[src/rtl/ahb2apb_pkg.sv]
// ============================================================================
// Package  : ahb2apb_pkg
// Brief    : Shared types and constants for the AHB-to-APB bridge: FSM state
//            encoding, AHB HTRANS/HSIZE encodings and an alignment helper.
// Revision : 1.0 - initial release
// ============================================================================
`default_nettype none

package ahb2apb_pkg;

   // Bridge FSM states
   typedef enum logic [2:0] {
      ST_IDLE   = 3'd0,
      ST_WDATA  = 3'd1,
      ST_SETUP  = 3'd2,
      ST_ACCESS = 3'd3,
      ST_DONE   = 3'd4,
      ST_ERR1   = 3'd5,
      ST_ERR2   = 3'd6
   } state_t;

   // AHB HTRANS encodings
   localparam logic [1:0] c_htrans_idle   = 2'b00;
   localparam logic [1:0] c_htrans_busy   = 2'b01;
   localparam logic [1:0] c_htrans_nonseq = 2'b10;
   localparam logic [1:0] c_htrans_seq    = 2'b11;

   // AHB HSIZE encodings
   localparam logic [2:0] c_hsize_byte  = 3'd0;
   localparam logic [2:0] c_hsize_half  = 3'd1;
   localparam logic [2:0] c_hsize_word  = 3'd2;
   localparam logic [2:0] c_hsize_dword = 3'd3;

   // Low address bits that must be zero for a transfer of the given size
   function automatic logic [2:0] align_mask(input logic [2:0] size);
      logic [2:0] m;
      case (size)
         c_hsize_byte : m = 3'b000;
         c_hsize_half : m = 3'b001;
         c_hsize_word : m = 3'b011;
         default      : m = 3'b111;
      endcase
      return m;
   endfunction

endpackage

`default_nettype wire

[src/rtl/apb_slave_mux.sv]
// ============================================================================
// Module   : apb_slave_mux
// Brief    : Selects the addressed APB slave's PRDATA/PREADY/PSLVERR using the
//            slave index captured when the transfer was accepted.
// Revision : 1.0 - initial release
// ============================================================================
`default_nettype none

module apb_slave_mux
   import ahb2apb_pkg::*;
#(
   parameter int NSLV   = 4,
   parameter int DATA_W = 32,
   parameter int IDX_W  = 2
) (
   input  logic [IDX_W-1:0]       i_idx,
   input  logic [NSLV*DATA_W-1:0] i_prdata,
   input  logic [NSLV-1:0]        i_pready,
   input  logic [NSLV-1:0]        i_pslverr,
   output logic [DATA_W-1:0]      o_prdata,
   output logic                   o_pready,
   output logic                   o_pslverr
);

   // Slave i occupies PRDATA[i*DATA_W +: DATA_W]
   assign o_prdata  = i_prdata[i_idx*DATA_W +: DATA_W];
   assign o_pready  = i_pready[i_idx];
   assign o_pslverr = i_pslverr[i_idx];

endmodule

`default_nettype wire

[src/rtl/ahb2apb_bridge_param.sv]
// ============================================================================
// Module   : ahb2apb_bridge_param
// Brief    : Parameterised AHB-Lite to APB bridge with one-hot slave decode,
//            size/alignment checking, two-cycle AHB error response and an
//            optional ACCESS-phase timeout.
// Revision : 1.0 - initial release
// ============================================================================
`default_nettype none

module ahb2apb_bridge_param
   import ahb2apb_pkg::*;
#(
   parameter int ADDR_W  = 32,
   parameter int DATA_W  = 32,
   parameter int NSLV    = 4,
   parameter int SLV_AW  = 12,
   parameter int TIMEOUT = 0
) (
   input  logic                   HCLK,
   input  logic                   HRESETn,
   // AHB slave side
   input  logic                   HSEL,
   input  logic [ADDR_W-1:0]      HADDR,
   input  logic [DATA_W-1:0]      HWDATA,
   input  logic                   HWRITE,
   input  logic [2:0]             HSIZE,
   input  logic [1:0]             HTRANS,
   input  logic [3:0]             HPROT,
   input  logic                   HREADYIN,
   output logic                   HREADYOUT,
   output logic [DATA_W-1:0]      HRDATA,
   output logic                   HRESP,
   // APB master side
   output logic [NSLV-1:0]        PSEL,
   output logic                   PENABLE,
   output logic [ADDR_W-1:0]      PADDR,
   output logic                   PWRITE,
   output logic [DATA_W-1:0]      PWDATA,
   output logic [DATA_W/8-1:0]    PSTRB,
   output logic [2:0]             PPROT,
   input  logic [NSLV*DATA_W-1:0] PRDATA,
   input  logic [NSLV-1:0]        PREADY,
   input  logic [NSLV-1:0]        PSLVERR
);

   localparam int c_nb       = DATA_W / 8;
   localparam int c_ow       = $clog2(c_nb);
   localparam int c_max_size = $clog2(c_nb);
   localparam int c_iw       = $clog2(NSLV);
   localparam int c_tw       = (TIMEOUT > 1) ? $clog2(TIMEOUT + 1) : 1;
   localparam logic [c_tw-1:0] c_tlim = c_tw'((TIMEOUT > 0) ? TIMEOUT - 1 : 0);
   localparam logic [NSLV-1:0] c_one  = NSLV'(1);

   state_t            r_state;
   logic [c_iw-1:0]   r_idx;
   logic [c_tw-1:0]   r_cnt;

   logic              w_valid;
   logic              w_accept;
   logic              w_bad;
   logic [c_iw-1:0]   w_idx;
   logic [c_nb-1:0]   w_strb;
   logic [DATA_W-1:0] w_prdata;
   logic              w_pready;
   logic              w_pslverr;
   logic              w_timeout;
   logic              w_unused;

   // Transfers are only sampled when the bridge is presenting HREADYOUT=1
   assign w_valid   = HSEL & HREADYIN & HTRANS[1];
   assign w_accept  = w_valid & ((r_state == ST_IDLE) | (r_state == ST_DONE) | (r_state == ST_ERR2));
   assign w_bad     = (HSIZE > 3'(c_max_size)) | (|(HADDR[2:0] & align_mask(HSIZE)));
   assign w_idx     = HADDR[SLV_AW +: c_iw];
   assign w_timeout = (TIMEOUT > 0) && (r_cnt == c_tlim);
   assign w_unused  = ^{HPROT[3:2], HTRANS[0]};

   // Byte lane i is active when it lies in the same naturally aligned chunk as HADDR
   always_comb begin
      w_strb = '0;
      for (int i = 0; i < c_nb; i++) begin
         w_strb[i] = ((i >> HSIZE) == (int'(HADDR[c_ow-1:0]) >> HSIZE));
      end
   end

   apb_slave_mux #(
      .NSLV   (NSLV),
      .DATA_W (DATA_W),
      .IDX_W  (c_iw)
   ) u_mux (
      .i_idx     (r_idx),
      .i_prdata  (PRDATA),
      .i_pready  (PREADY),
      .i_pslverr (PSLVERR),
      .o_prdata  (w_prdata),
      .o_pready  (w_pready),
      .o_pslverr (w_pslverr)
   );

   // Bridge FSM with all AHB/APB outputs registered alongside the state
   always_ff @(posedge HCLK or negedge HRESETn) begin
      if (!HRESETn) begin
         r_state   <= ST_IDLE;
         r_idx     <= '0;
         r_cnt     <= '0;
         HREADYOUT <= 1'b1;
         HRESP     <= 1'b0;
         HRDATA    <= '0;
         PSEL      <= '0;
         PENABLE   <= 1'b0;
         PADDR     <= '0;
         PWRITE    <= 1'b0;
         PWDATA    <= '0;
         PSTRB     <= '0;
         PPROT     <= '0;
      end else if (w_accept) begin
         r_idx     <= w_idx;
         r_cnt     <= '0;
         PADDR     <= HADDR;
         PWRITE    <= HWRITE;
         PPROT     <= {~HPROT[0], 1'b1, HPROT[1]};
         PSTRB     <= HWRITE ? w_strb : '0;
         PENABLE   <= 1'b0;
         HREADYOUT <= 1'b0;
         if (w_bad) begin
            // Illegal size or alignment: answer with an error, never touch APB
            r_state <= ST_ERR1;
            HRESP   <= 1'b1;
            PSEL    <= '0;
         end else if (HWRITE) begin
            // Write data arrives one cycle later, in the AHB data phase
            r_state <= ST_WDATA;
            HRESP   <= 1'b0;
            PSEL    <= '0;
         end else begin
            r_state <= ST_SETUP;
            HRESP   <= 1'b0;
            PSEL    <= c_one << w_idx;
         end
      end else begin
         case (r_state)
            ST_WDATA: begin
               PWDATA  <= HWDATA;
               PSEL    <= c_one << r_idx;
               r_cnt   <= '0;
               r_state <= ST_SETUP;
            end
            ST_SETUP: begin
               PENABLE <= 1'b1;
               r_state <= ST_ACCESS;
            end
            ST_ACCESS: begin
               if (w_pready) begin
                  PSEL    <= '0;
                  PENABLE <= 1'b0;
                  if (w_pslverr) begin
                     r_state <= ST_ERR1;
                     HRESP   <= 1'b1;
                  end else begin
                     r_state   <= ST_DONE;
                     HREADYOUT <= 1'b1;
                     if (!PWRITE) begin
                        HRDATA <= w_prdata;
                     end
                  end
               end else if (w_timeout) begin
                  PSEL    <= '0;
                  PENABLE <= 1'b0;
                  r_state <= ST_ERR1;
                  HRESP   <= 1'b1;
               end else begin
                  r_cnt <= r_cnt + 1'b1;
               end
            end
            ST_ERR1: begin
               r_state   <= ST_ERR2;
               HREADYOUT <= 1'b1;
               HRESP     <= 1'b1;
            end
            default: begin
               // IDLE, DONE or ERR2 with no valid transfer offered
               r_state   <= ST_IDLE;
               HREADYOUT <= 1'b1;
               HRESP     <= 1'b0;
               PSEL      <= '0;
               PENABLE   <= 1'b0;
            end
         endcase
      end
   end

endmodule

`default_nettype wire

[config.mk]
export PLATFORM = sky130hd
export DESIGN_NAME = ahb2apb_bridge_param
export DESIGN_NICKNAME = d
export VERILOG_FILES = /design/src/rtl/ahb2apb_pkg.sv /design/src/rtl/apb_slave_mux.sv /design/src/rtl/ahb2apb_bridge_param.sv
export SDC_FILE = /design/constraint.sdc
export NUM_CORES = 1
export LEC_CHECK = 0
export CAP_MARGIN = 10
export CORE_MARGIN = 5
export CORE_UTILIZATION = 38
export DETAILED_ROUTE_END_ITERATION = 8
export PLACE_DENSITY = 0.91
export SLEW_MARGIN = 20
export SYNTH_ARGS = -nofsm -noshare
export SYNTH_HDL_FRONTEND = slang
export SYNTH_SLANG_ARGS = --single-unit
[constraint.sdc]
create_clock -name HCLK -period 2.65 [get_ports HCLK]
set_input_delay 0.53 -clock HCLK [delete_from_list [all_inputs] [get_ports HCLK]]
set_output_delay 0.53 -clock HCLK [all_outputs]
set_load 0.1 [all_outputs]
==> Word level (Yosys, flattened, before mapping) <==
Index checks and enable logic that the tools add are counted.
{ "op_classes": {"multipliers": 0, "addsub": 0, "order_cmp": 2, "n_mux": 29, "eq_ne": 18, "shift": 8, "reduce_logical": 12, "n_bitwise": 11, "div": 0} }
{ "op_table": {"columns": ["operator", "count"], "rows": [
  ["$eq A32 B32 Y1", 4],
  ["$shiftx A128 B8 Y32", 1],
  ["$shr A1 B3 Y32 const A", 2],
  ["$shr A2 B3 Y32 const A", 2],
  ["$shr A2 B3 Y32", 1],
  ["$mux W4", 5],
  ["$mux W1", 12],
  ["$pmux W3 S4", 1],
  ["$pmux W4 S3", 1],
  ["$eq A3 B2 Y1 const B", 3],
  ["$eq A3 B3 Y1 const B", 3],
  ["$mux W3", 3],
  ["$pmux W3 S3", 1],
  ["$shl A1 B2 Y4 const A", 2],
  ["$eq A3 B1 Y1 const B", 2],
  ["$logic_not A3 Y1", 2],
  ["$ne A2 B1 Y1 const B", 3],
  ["$ne A3 B2 Y1 const B", 2],
  ["$pmux W1 S3", 2],
  ["$reduce_and A2 Y1", 3],
  ["$reduce_and A3 Y1", 2],
  ["$reduce_or A2 Y1", 3],
  ["$reduce_and A5 Y1", 1],
  ["$bmux W1 S2", 2],
  ["10 further kinds", 17]
]} }
{ "word_totals": {"memories": 0, "ram_bits": 0, "wordCells": 92, "mem_bits_ro": 0, "latchBits": 0, "reg_bits": 116, "out_inout_bits": 111, "inputBits": 214} }

==> Logic depth before layout (Yosys ltp) <==
Gate-level depths: netlist of run 1.
{ "logic_depth": {"ltp_word": 7, "depth_mapped": 6, "mapped_depth_nobuf": 4} }

==> Modules after synthesis <==
Synthesis of run 1 repeated with hierarchy kept, for this count alone.
{ "unflattened": {"hier_cells": 424, "area_unflattened_um2": 5382.7} }
{ "modules_own_cells": {"columns": ["module", "cells_per_inst", "seq_area_each_um2", "n_inst", "area_per_inst_um2"], "rows": [
  ["ahb2apb_bridge_param", 382, 2854.0, 1, 4511.8],
  ["apb_slave_mux", 42, 0.0, 1, 870.8]
]} }

==> Worst setup path before layout of run 1 <==
OpenSTA, ideal clock, no wires.
{ "synth_path": {"path_kind": "reg-to-reg", "start": "register PADDR[12] (netlist name)", "end": "register HRDATA[0]", "required_time_ns": 2.524, "path_stages_with_launch": 5, "setup_slack_ns": 0.046, "n_path_buf": 2, "period_less_slack_ns": 2.604, "setup_ns": 0.126, "t_arrival_ns": 2.477, "cell_sequence": "dfrtp_1 -> buf_2 -> buf_2 -> mux4_2 -> mux2_4"} }
{ "synth_rtl": {"columns": ["item", "line", "text"], "rows": [
  ["to (signal assigned)", "ahb2apb_bridge_param.sv:162", "HRDATA <= w_prdata;"],
  ["to (decl)", "ahb2apb_bridge_param.sv:31", "output logic [DATA_W-1:0] HRDATA,"]
]} }

==> Worst setup path after layout of run 1 <==
{ "layout_path": {"start": "register PADDR[12]", "end": "output PADDR[12]"} }
{ "layout_rtl": {"columns": ["item", "line", "text"], "rows": [
  ["from (decl)", "ahb2apb_bridge_param.sv:36", "output logic [ADDR_W-1:0] PADDR,"],
  ["from (signal assigned)", "ahb2apb_bridge_param.sv:110", "PADDR <= '0;"],
  ["from (signal assigned)", "ahb2apb_bridge_param.sv:118", "PADDR <= HADDR;"]
]} }
No word-level cell between the ends.

==> impl_metrics.toml, run 1 <==
[drt]
ant_nets = 0
vias = 4695
first_pass_iters = 4
drt-initial-drc-count = 263
via_per_inst = 5.048
wl_per_cell_um = 20.47
drc_errors = 0
drt-total-wl_um = 19040

[setup_path]
crit_arrival_ns = 1.78
path_class = "flip-flop to output port"
path_max_fanout = 38
start_kind = "flip-flop"
cp.required_ns = 2.12
cp-end-kind = "output port"

[placed_design]
gp_congestion = 0.8639
dpl_cell_area_um2 = 8529
io_buffers = 321
place_hpwl_um = 14730

[timing]
setup-tns-final_ns = 0
rsz0062_at_grt = "false"
hold_viol_final = 0
fin_skew_ns = 0.007571
max_slew_margin_pct = 54.53
setup_violations = 0
post-route-period-util_pct = 87.25
final-max-slew-violation-count = 0
period_needed_ns = 2.312
worst_slew_pin_slew_ns = 0.6821
fmax_ghz = 0.4325

[yosys]
ys_types = 36
ys_seq_area_share_pct = 52.80
syn_inst = 409
postSynthAreaPerCell_um2 = 13.22
synth_nets = 623
syn_area_um2 = 5405
yosys_warnings = 0
ys_ff_latch = 114

[min_path]
hp-class = "input port to async pin"

[cells_and_area]
fill_cells = 1027
design_area_um2 = 9121
syn_to_final_growth_pct = 68.75
drive_gt1_share_pct = 33.29
nNetsFinal = 949

[floorplanning]
ioPinCount = 325
coreArea_um2 = 13930
die-area_um2 = 16710
row_count = 43
initial_utilization_pct = 38.79
die_w_um = 129.3
die_y_um = 129.3

[global_route]
grt_start_max_net_pins = 53
grt.total_usage_pct = 22.70
antenna_found_initial = 2
grt_pass1_wl_um = 28800
overflow = 0
first_global_vias = 5245

[cts]
cts_buffer_depth = 2
cts_resized = 0
clock-sinks = 114
root_buffer = "clkbuf_16"
post-cts-setup-buffers = 0
clkSlewWorstSetupHoldPaths_ns = 0.06
cts_htree_levels = 4
cts_hold_buf = 0
insertion_delay_ns = 0.41
cts_tree = "built"
cts_buffers = 17

[status]
status = "finished clean"

[job]
maxCapViolations = 0
-- area by class of cell --
class	instances	area (um2)	area share, %
Timing Repair Buffer	332	3053	33.47
Sequential cell	114	2855	31.30
Multi-Input combinational cell	266	2381	26.10
Clock buffer	18	429.2	4.705
Tap cell	180	225.2	2.469
Clock inverter	14	157.7	1.728
Inverter	4	15.01	0.1646
Antenna cell	2	5.005	0.05487
-- cells in the mapped netlist, drive strengths merged --
library cell | n | area, um2
buf | 14 | 117.6
o22ai | 1 | 6.260
a22o | 1 | 8.760
xnor2 | 1 | 8.760
a2bb2oi | 3 | 26.28
mux4 | 34 | 765.7
o31ai | 4 | 30.03
nand3 | 6 | 30.03
nor2 | 4 | 15.01
nand2b | 3 | 18.77
nor3b | 2 | 15.01
nand4 | 1 | 6.260
or3 | 1 | 6.260
inv | 4 | 15.01
and4 | 1 | 8.760
nand2 | 109 | 409.1
dfrtp | 113 | 2828
clkbuf | 11 | 41.29
a21oi | 8 | 43.79
dfstp | 1 | 26.28
a21o | 1 | 7.510
nand3b | 1 | 7.510
mux2 | 65 | 844.6
and3b | 1 | 8.760
nor3 | 3 | 20.02
a211oi | 1 | 7.510
nor2b | 3 | 18.77
o31a | 1 | 8.760
o21ai | 11 | 55.05
-- path summary, 6_finish.rpt --
kind,depth (start not counted),end,slack [ns],start
worst max-delay path,2,PADDR[12],0.34,PADDR[12]
worst min-delay path,1,HRDATA[24],0.13,HRESETn
worst max register to register,5,HRDATA[17],0.54,PADDR[12]
worst min register to register,2,PSTRB[0],0.47,PSTRB[0]
max in group asynchronous,2,PWDATA[19],1.78,HRESETn
min in group HCLK,2,PSTRB[0],0.47,PSTRB[0]
-- flip-flops by register name (all words and copies together) (netlist names) --
signal,flops
PADDR,32
PENABLE,1
HREADYOUT,1
PSTRB,4
r_state,3
PWRITE,1
PWDATA,32
HRDATA,32
PSEL,4
HRESP,1
PPROT,3
-- kinds of logic after synthesis --
| family | share of synthesized area, % |
|---|---|
| xor gates and xnor gates | 0.1621 |
| AOI/OAI and AO/OA | 3.588 |
| and+or+nand+nor | 10.44 |
| DFF | 52.80 |
| muxes | 29.79 |
| buffers and inverters | 3.217 |
-- layer usage --
metal  vias up  share of wire, %  track usage [%]
met2       222                54            41.16
li1       2106                 -                -
met4         0               3.7            9.265
met5         -                 0                0
met3        46               9.0            8.574
met1      2321                34            23.55
-- worst max-delay path: stages, from the launching register on --
cell and delay [ns]:
dfrtp_2 0.40, buf_4 0.56, buf_4 0.41
-- placed cells by master, fill, tap and decap left out, types with 3 or more instances in the layout --
| cell | instances |
|---|---|
| clkdlybuf4s50_1 | 209 |
| clkinv_4 | 6 |
| mux2_4 | 30 |
| mux2_1 | 10 |
| nor2_1 | 3 |
| buf_4 | 120 |
| a21oi_1 | 7 |
| dfrtp_1 | 112 |
| inv_1 | 4 |
| o31ai_1 | 4 |
| nor2b_1 | 3 |
| nand3_1 | 6 |
| clkinvlp_4 | 3 |
| buf_12 | 3 |
| nand2_1 | 109 |
| mux2_2 | 25 |
| clkbuf_16 | 17 |
| o21ai_0 | 11 |
| mux4_2 | 34 |
| nand2b_1 | 3 |
| a2bb2oi_1 | 3 |
-- metrics by stage --
step	instances	hold slack [ns]	util, %	worst slack (ns)
after floorplan	409	0.2344	-	0.04648
after global placement	896	0.4526	61.21	0.07504
after detailed placement	896	0.4550	61.21	0.003923
after CTS	928	0.1391	65.42	0.2755
after global routing	930	0.1501	65.46	0.1998
final	930	0.1294	65.46	0.3380
Power of run 1 is not shown: default switching activity piles up to over one toggle a cycle in this logic, so the estimate is an artifact.
==> run 2, diff against run 1 <==
- PLACE_DENSITY: 0.91 -> default
- PLACE_DENSITY_LB_ADDON: default -> 0.25
- SETUP_SLACK_MARGIN: default -> 0.05
- SLEW_MARGIN: 20 -> default
==> impl_metrics.toml, run 2 (synthesis results as in run 1) <==
[status]
status = "finished clean"

[floorplanning]
row_count = 43
coreArea_um2 = 13930
die_w_um = 129.3
initial_utilization_pct = 38.79
ioPinCount = 325
die_y_um = 129.3
die-area_um2 = 16710

[cts]
clock-sinks = 114
cts_htree_levels = 4
insertion_delay_ns = 0.40
cts_buffers = 17
root_buffer = "clkbuf_16"
cts_buffer_depth = 2
clkSlewWorstSetupHoldPaths_ns = 0.05
post-cts-setup-buffers = 0
cts_tree = "built"
cts_resized = 0
cts_hold_buf = 0

[drt]
wl_per_cell_um = 19.61
via_per_inst = 4.913
drt-initial-drc-count = 231
first_pass_iters = 4
vias = 4574
drc_errors = 0
ant_nets = 0
drt-total-wl_um = 18260

[cells_and_area]
final_common_cell = "clkdlybuf4s50_1"
multi_input_comb_area_um2 = 2386
nNetsFinal = 950
seq_area_um2 = 2856
mostFrequentLayoutCells = "clkdlybuf4s50_1, buf_4, dfrtp_1"
drive_gt1_share_pct = 33.64
syn_to_final_growth_pct = 69.88
top_regs = "HRDATA (32), PADDR (32), PWDATA (32)"
fill_cells = 1034

[setup_path]
critical_path.top_delay_family = "multiplexers"
start_kind = "input port"
crit_path_top_delay_cell = "mux4_2"
crit_path_cell_trace = "clkdlybuf4s50_1, mux4_2, nor3_2, and3b_2, buf_4, mux2_1"
worstReg2RegEnd = "PSEL[3]"
endpoint = "HRDATA[17]"
rr_worst_depth = 4
cp_num_buf_inv = 2
crit_path_start = "PSLVERR[2]"
cp.required_ns = 2.93
path_depth = 6
path_max_fanout = 9
path_class = "input port to flip-flop"
crit_arrival_ns = 2.46
cp-end-kind = "flip-flop"
max_stage_delay_ns = 0.52
reg2reg_slack_ns = 0.56
r2r_start = "r_state[2]"

[min_path]
hp-class = "input port to async pin"

[timing]
setup-tns-final_ns = 0
fin_skew_ns = 0.004289
final-max-slew-violation-count = 0
rsz0062_at_grt = "false"
max_slew_margin_pct = 52.94
fmax_ghz = 0.4593
setup_violations = 0
hold_viol_final = 0
post-route-period-util_pct = 82.16
period_needed_ns = 2.177
worst_slew_pin_slew_ns = 0.7059

[placed_design]
gp_congestion = 0.8410
io_buffers = 321
place_hpwl_um = 14390

[global_route]
first_global_vias = 4968
grt_pass1_wl_um = 27820
antenna_found_initial = 2
grt.total_usage_pct = 21.76
overflow = 0
grt_start_max_net_pins = 43

[job]
maxCapViolations = 0
-- run 2: cell types whose count changed in the layout (fill, tap and decap cells not counted), sizes merged --
cell,change
buf,+1
bufinv,+1
clkbuf,+2
clkinv,-4
clkinvlp,+2
inv,-1
-- run 2: cell type report --
class,instances,share of cell area [%]
diodes,2,0.05450
clock buffers,20,5.082
clock inverters,12,1.690
inverters,4,0.1635
multi-input cells,266,25.98
flip-flops and latches,114,31.11
well taps,180,2.453
repair buffers,333,33.47
-- run 2: metrics by stage --
stage | util, % | worst slack (ns) | cell area [um2] | hold WS, ns | instances
after floorplan | - | 0.2590 | 5406 | 0.2344 | 409
after global placement | 61.40 | 0.1389 | 8556 | 0.4449 | 897
after detailed placement | 61.40 | 0.07220 | 8556 | 0.4573 | 897
after CTS | 65.86 | 0.3987 | 9178 | 0.02821 | 929
after global routing | 65.90 | 0.3089 | 9183 | 0.03549 | 931
final | 65.90 | 0.4727 | 9183 | 0.02775 | 931
-- run 2: worst min path at each step --
| stage | from | to | slack [ns] | cells after the start |
|---|---|---|---|---|
| 2_1_floorplan | HRESETn | HRDATA[0] | 0.23 | 0 |
| 3_3_place_gp | HRESETn | PWDATA[26] | 0.44 | 1 |
| 3_5_place_dp | HRESETn | PWDATA[26] | 0.46 | 1 |
| 4_1_cts | HRESETn | PWDATA[26] | 0.03 | 1 |
| 5_1_grt | HRESETn | PWDATA[26] | 0.04 | 1 |
| 6_report | HRESETn | PWDATA[26] | 0.03 | 1 |
-- run 2: worst reg2reg max path: stages, from the launching register on --
cell	delay, ns
dfrtp_1	0.60
nand2b_1	0.33
and4_1	0.54
nand2_1	0.24
o31ai_1	0.28
-- run 2: routing by layer --
metal  global-route usage, %  vias to the layer above  wire (um)
li1                        -                     2107          -
met1                   26.26                     2229       6989
met2                   36.77                      217       9237
met3                   6.884                       21       1707
met4                   7.783                        0        328
met5                       0                        -          0
Power of run 2 is left out for the same reason.
